===== src/rtl/rom_fetch_ctrl_pkg.sv =====
// Shared definitions for the ROM fetch controller and the benches that drive it.
// Holds the FSM state encoding and the default bus widths.
package rom_fetch_ctrl_pkg;

   localparam int ADDR_W_DEF = 12;
   localparam int DATA_W_DEF = 8;

   typedef enum logic [1:0] {
      IDLE  = 2'd0,
      FETCH = 2'd1,
      HOLD  = 2'd2
   } fetch_state_t;

   // Instr/oprnd are the two halves of a ROM word.
   function automatic int half_width(input int data_w);
      return data_w / 2;
   endfunction

endpackage : rom_fetch_ctrl_pkg


===== src/rtl/rom_fetch_ctrl_if.sv =====
// ROM bus and consumer handshake of the fetch controller.
// master = controller side, slave = ROM model plus consumer side.
interface rom_fetch_ctrl_if
   import rom_fetch_ctrl_pkg::*;
#(
   parameter int ADDR_W = ADDR_W_DEF,
   parameter int DATA_W = DATA_W_DEF
);

   logic [ADDR_W-1:0]   rom_addr;
   logic [DATA_W-1:0]   rom_data;
   logic [DATA_W/2-1:0] instr;
   logic [DATA_W/2-1:0] oprnd;
   logic                valid;
   logic                ready;

   modport master (
      output rom_addr,
      input  rom_data,
      output instr,
      output oprnd,
      output valid,
      input  ready
   );

   modport slave (
      input  rom_addr,
      output rom_data,
      input  instr,
      input  oprnd,
      input  valid,
      output ready
   );

endinterface : rom_fetch_ctrl_if


===== src/rtl/rom_fetch_ctrl_prog_counter.sv =====
// Program counter: synchronous load, modulo-2^ADDR_W increment and a one-cycle
// wrap pulse when the increment rolls over from all-ones to zero.
module prog_counter
   import rom_fetch_ctrl_pkg::*;
#(
   parameter int ADDR_W = ADDR_W_DEF
) (
   input  logic              clk,
   input  logic              reset,
   input  logic              ld,
   input  logic [ADDR_W-1:0] ld_addr,
   input  logic              inc,
   output logic [ADDR_W-1:0] pc,
   output logic              wrap
);

   logic [ADDR_W-1:0] pc_q;
   logic              wrap_q;

   always_ff @(posedge clk) begin
      if (reset) begin
         pc_q   <= '0;
         wrap_q <= 1'b0;
      end else if (ld) begin
         pc_q   <= ld_addr;
         wrap_q <= 1'b0;
      end else if (inc) begin
         pc_q   <= pc_q + ADDR_W'(1);
         wrap_q <= &pc_q;
      end else begin
         wrap_q <= 1'b0;
      end
   end

   assign pc   = pc_q;
   assign wrap = wrap_q;

endmodule : prog_counter


===== src/rtl/rom_fetch_ctrl.sv =====
// Fetch controller for an external combinational ROM: IDLE/FETCH/HOLD FSM,
// a fetch register split into instr/oprnd, and a valid/ready consumer handshake.
module rom_fetch_ctrl
   import rom_fetch_ctrl_pkg::*;
#(
   parameter int ADDR_W = ADDR_W_DEF,
   parameter int DATA_W = DATA_W_DEF
) (
   input  logic              clk,
   input  logic              reset,
   input  logic              en,
   input  logic              ld,
   input  logic [ADDR_W-1:0] ld_addr,
   output logic [ADDR_W-1:0] pc,
   output logic              wrap,
   rom_fetch_ctrl_if.master  bus
);

   localparam int HALF_W = DATA_W / 2;

   fetch_state_t      state_q;
   fetch_state_t      state_d;
   logic              capture;
   logic              inc;
   logic [DATA_W-1:0] word_p1;

   always_ff @(posedge clk) begin
      if (reset) begin
         state_q <= IDLE;
      end else begin
         state_q <= state_d;
      end
   end

   // ld overrides whatever the state would have done, including a pending capture.
   always_comb begin
      state_d = state_q;
      capture = 1'b0;
      inc     = 1'b0;
      unique case (state_q)
         IDLE: begin
            if (en) state_d = FETCH;
         end
         FETCH: begin
            capture = 1'b1;
            inc     = 1'b1;
            state_d = HOLD;
         end
         HOLD: begin
            if (bus.ready) state_d = en ? FETCH : IDLE;
         end
         default: state_d = IDLE;
      endcase
      if (ld) begin
         state_d = IDLE;
         capture = 1'b0;
         inc     = 1'b0;
      end
   end

   prog_counter #(
      .ADDR_W (ADDR_W)
   ) u_pc (
      .clk     (clk),
      .reset   (reset),
      .ld      (ld),
      .ld_addr (ld_addr),
      .inc     (inc),
      .pc      (pc),
      .wrap    (wrap)
   );

   // fetch register stage: ROM word captured at the end of FETCH
   always_ff @(posedge clk) begin
      if (reset) begin
         word_p1 <= '0;
      end else if (capture) begin
         word_p1 <= bus.rom_data;
      end
   end

   assign bus.rom_addr = pc;
   assign bus.instr    = word_p1[DATA_W-1:HALF_W];
   assign bus.oprnd    = word_p1[HALF_W-1:0];
   assign bus.valid    = (state_q == HOLD);

endmodule : rom_fetch_ctrl

===== src/flat_wrapper.sv =====
// flat-port wrapper written by rule: the top's interface ports become plain ports
module rom_fetch_ctrl_flat import rom_fetch_ctrl_pkg::*;
#(
   parameter int ADDR_W = ADDR_W_DEF,
   parameter int DATA_W = DATA_W_DEF
)
  (clk, reset, en, ld, ld_addr, pc, wrap, bus_rom_addr, bus_rom_data, bus_instr, bus_oprnd, bus_valid, bus_ready);
  rom_fetch_ctrl_if #(.ADDR_W(ADDR_W), .DATA_W(DATA_W)) bus_i ();
  input  logic clk;
  input  logic reset;
  input  logic en;
  input  logic ld;
  input  logic [ADDR_W-1:0] ld_addr;
  output logic [ADDR_W-1:0] pc;
  output logic wrap;
  output wire logic [$bits(bus_i.rom_addr)-1:0] bus_rom_addr;
  input wire logic [$bits(bus_i.rom_data)-1:0] bus_rom_data;
  output wire logic [$bits(bus_i.instr)-1:0] bus_instr;
  output wire logic [$bits(bus_i.oprnd)-1:0] bus_oprnd;
  output wire logic [$bits(bus_i.valid)-1:0] bus_valid;
  input wire logic [$bits(bus_i.ready)-1:0] bus_ready;
  assign bus_rom_addr = bus_i.rom_addr;
  assign bus_i.rom_data = bus_rom_data;
  assign bus_instr = bus_i.instr;
  assign bus_oprnd = bus_i.oprnd;
  assign bus_valid = bus_i.valid;
  assign bus_i.ready = bus_ready;
  rom_fetch_ctrl #(.ADDR_W(ADDR_W), .DATA_W(DATA_W)) u_core (.clk(clk), .reset(reset), .en(en), .ld(ld), .ld_addr(ld_addr), .pc(pc), .wrap(wrap), .bus(bus_i));
endmodule

===== config.mk =====
export PLATFORM = sky130hd
export DESIGN_NAME = rom_fetch_ctrl_flat
export DESIGN_NICKNAME = d
export VERILOG_FILES = /design/src/rtl/rom_fetch_ctrl_pkg.sv /design/src/rtl/rom_fetch_ctrl_if.sv /design/src/rtl/rom_fetch_ctrl_prog_counter.sv /design/src/rtl/rom_fetch_ctrl.sv /design/src/flat_wrapper.sv
export SDC_FILE = /design/constraint.sdc
export NUM_CORES = 1
export LEC_CHECK = 0
export ABC_AREA = 0
export CORE_ASPECT_RATIO = 0.6
export CORE_MARGIN = 2
export CORE_UTILIZATION = 30
export DETAILED_ROUTE_END_ITERATION = 8
export PLACE_DENSITY = 0.65
export SYNTH_ARGS = -nofsm -noshare
export SYNTH_HDL_FRONTEND = slang
export SYNTH_SLANG_ARGS = --single-unit

===== constraint.sdc =====
create_clock -name clk -period 3.39 [get_ports clk]
set_input_delay 0.8475 -clock clk [delete_from_list [all_inputs] [get_ports clk]]
set_output_delay 0.8475 -clock clk [all_outputs]
set_load 0.02 [all_outputs]

==> flow_metrics.env <==
export IMPL_insertion_delay_ns=0.26
export IMPL_required_ns=2.54
export IMPL_period_minus_slack_ns=2.29
export IMPL_clk_pin_slew_worst_paths_ns=0.07
export IMPL_cts_htree_levels=1
export IMPL_p_leak_nw=0.590
export IMPL_antenna_left=0
export IMPL_grt_pass1_vias=1020
export IMPL_yosysTopAreaCellShare=0.413
export IMPL_gp_congestion=0.741
export IMPL_avgViaCountPerCell=4.69
export IMPL_drt_iter0_markers=21
export IMPL_port_buffers=58
export IMPL_area_delta_synth_final_pct=52.0
export IMPL_power_density_nw_per_um2=353
export IMPL_top_usage_layer="met2"
export IMPL_critPathCaptureType="primary output"
export IMPL_synth_nets=160
export IMPL_mostFrequentLayoutCell="clkdlybuf4s50_1"
export IMPL_irDropWorstVdd_mv=0.163
export IMPL_dpl_hpwl_mm=2.23
export IMPL_skew_ns=0.00509
export IMPL_arrival_ns=1.44
export IMPL_antenna_found_initial=0
export IMPL_die_w_um=82.7
export IMPL_post_place_cells=222
export IMPL_start_util=0.308
export IMPL_vias=1059
export IMPL_yosys_register_bits=23
export IMPL_core_um2=3620
export IMPL_layout_common_cells="clkdlybuf4s50_1 (58), dfxtp_1 (23), nand2_1 (19)"
export IMPL_hold_class="reg -> reg"
export IMPL_hold_buffers=0
export IMPL_yosysWarnings=0
export IMPL_gr_usage_met1=0.195
export IMPL_ctsResizeCount=0
export IMPL_drive_above_1_share=0.0391
export IMPL_synth_area_um2=1110
export IMPL_groute_usage_overall=0.147
export IMPL_critPathLaunchType="flop"
export IMPL_num_fill_cells=355
export IMPL_cts_buffers=3
export IMPL_fmax_mhz=437
export IMPL_yosysSeqAreaShare=0.413
export IMPL_stdcell_count=226
export IMPL_crit_chain="and2b_1 -> clkdlybuf4s50_1"
export IMPL_clockBufferDepth=2
export IMPL_wl_per_cell_um=12.9
export IMPL_rsz0062_at_grt="no"
export IMPL_grt_pass1_wl_mm=4.75
export IMPL_clock_sinks=23
export IMPL_postSynthAreaPerCell_um2=8.32
export IMPL_crit_path_max_incr_delay_ns=0.60
export IMPL_met3_usage=0.0442
export IMPL_status="complete, no violations"
export IMPL_critPathMaxFanout=6
export IMPL_io_pins=59
export IMPL_cts_tree="built"
export IMPL_n_antenna_cell=0
export IMPL_tns_ns=0
export IMPL_fin_nets=206
export IMPL_yosys_area_top_type="dfxtp_1"
export IMPL_slew_violations=0
export IMPL_wl_mm=2.92
export IMPL_maxCapViolations=0
export IMPL_setup_viol=0
export IMPL_grt_overflow_total=0
export IMPL_rows=17
export IMPL_worst_path_max_delay_cell="clkdlybuf4s50_1"
export IMPL_drc_errors=0
export IMPL_global_route_usage_met2=0.237
export IMPL_root_buffer="clkbuf_8"
export IMPL_fp_dieArea_um2=4240
export IMPL_min_period_over_period=0.675
export IMPL_grt_max_degree=22
export IMPL_tightestPinTransition_ns=0.550
export IMPL_critical_path_class="reg -> out"
export IMPL_post_cts_buffers=0
export IMPL_fp_dieH_um=51.2
export IMPL_final_hold_viol_count=0
export IMPL_slew_headroom=0.633
export IMPL_yosys_top_cells_area="dfxtp_1 (41%), buf_4 (8.1%), nand2_1 (6.4%)"
export IMPL_synth_cells=134
export IMPL_firstDrtPassIters=4
export IMPL_yosysUniqueCellTypes=30
-- metrics by stage --
stage	setup slack (ns)	instance area [um2]	utilization	hold WS, ns	power, W
2_1_floorplan	1.84	1110	-	0.456	0.000372
3_3_place_gp	1.02	1650	0.456	0.465	0.000437
3_5_place_dp	0.899	1650	0.456	0.469	0.000439
4_1_cts	1.09	1690	0.469	0.480	0.000604
5_1_grt	0.982	1690	0.469	0.503	0.000631
6_report	1.10	1690	0.469	0.476	0.000598
-- per-layer routing --
layer | routed length, um | vias to the layer above
met5 | 0 | -
met4 | 8 | 0
met1 | 1380 | 485
met2 | 1330 | 29
met3 | 207 | 3
li1 | - | 542
-- sequential cells by signal (all words and copies together) (netlist names) --
register	cells
u_core.u_pc.pc	12
u_core.word_p1	8
u_core.state_q	2
u_core.u_pc.wrap	1
-- area by class of cell --
class	count	area (um2)	area share
clock buffers	4	45.0	0.0266
well taps	47	58.8	0.0347
repair buffers	59	588	0.347
flip-flops and latches	23	460	0.272
multi-input cells	92	538	0.318
inverters	1	3.75	0.00222
-- kinds of logic (layout without fill, tap and decap cells) --
kind of cell,Yosys count,after routing,synth area share
and+or+nand+nor,51,51,0.235
AOI/OAI and AO/OA,30,30,0.158
DFF,23,23,0.413
buffers and inverters,19,64,0.104
xor gates and xnor gates,10,10,0.0786
adders and majority gates,1,1,0.0112
-- synthesized netlist by cell type --
master     n
dfxtp_1   23
nand2_1   19
buf_4     12
a21oi_1   11
nor2_1    10
o21ai_0    9
xor2_1     8
a211oi_1   7
clkbuf_1   6
nand3_1    3
a311oi_1   2
and3_1     2
and4_1     2
nand4_1    2
nor2b_1    2
xnor2_1    2
and2_1     1
and2b_1    1
and4b_2    1
ha_1       1
inv_1      1
nand2b_1   1
nand3_2    1
nand3b_1   1
nor3_1     1
nor4b_1    1
o22ai_1    1
or2_2      1
or2b_1     1
or3_1      1
-- power by group --
part / total (W) / internal (W) / leakage (nW) / switching, W
Combinational: 0.000133 / 0.0000728 / 0.378 / 0.0000604
Sequential: 0.000299 / 0.000283 / 0.189 / 0.0000164
Clock: 0.000166 / 0.0000837 / 0.0228 / 0.0000820
Total: 0.000598 / 0.000439 / 0.590 / 0.000159
-- worst max-delay path, delay by kind of cell (launching register included) --
family | cells | cell delay (ns)
buf+inv | 1 | 0.60
flops | 1 | 0.36
simple gates | 1 | 0.23
-- path summary, 6_finish.rpt --
kind | slack [ns] | cells past startpoint | from | end
worst max-delay path | 1.10 | 2 | u_core.state_q[0] | bus_valid
worst max register to register | 1.76 | 4 | u_core.u_pc.pc[0] | u_core.u_pc.pc[11]
worst min register to register | 0.48 | 2 | u_core.word_p1[2] | u_core.word_p1[2]
worst min-delay path | 0.48 | 2 | u_core.word_p1[2] | u_core.word_p1[2]
Note: power is estimated with default switching activity, not from simulation.
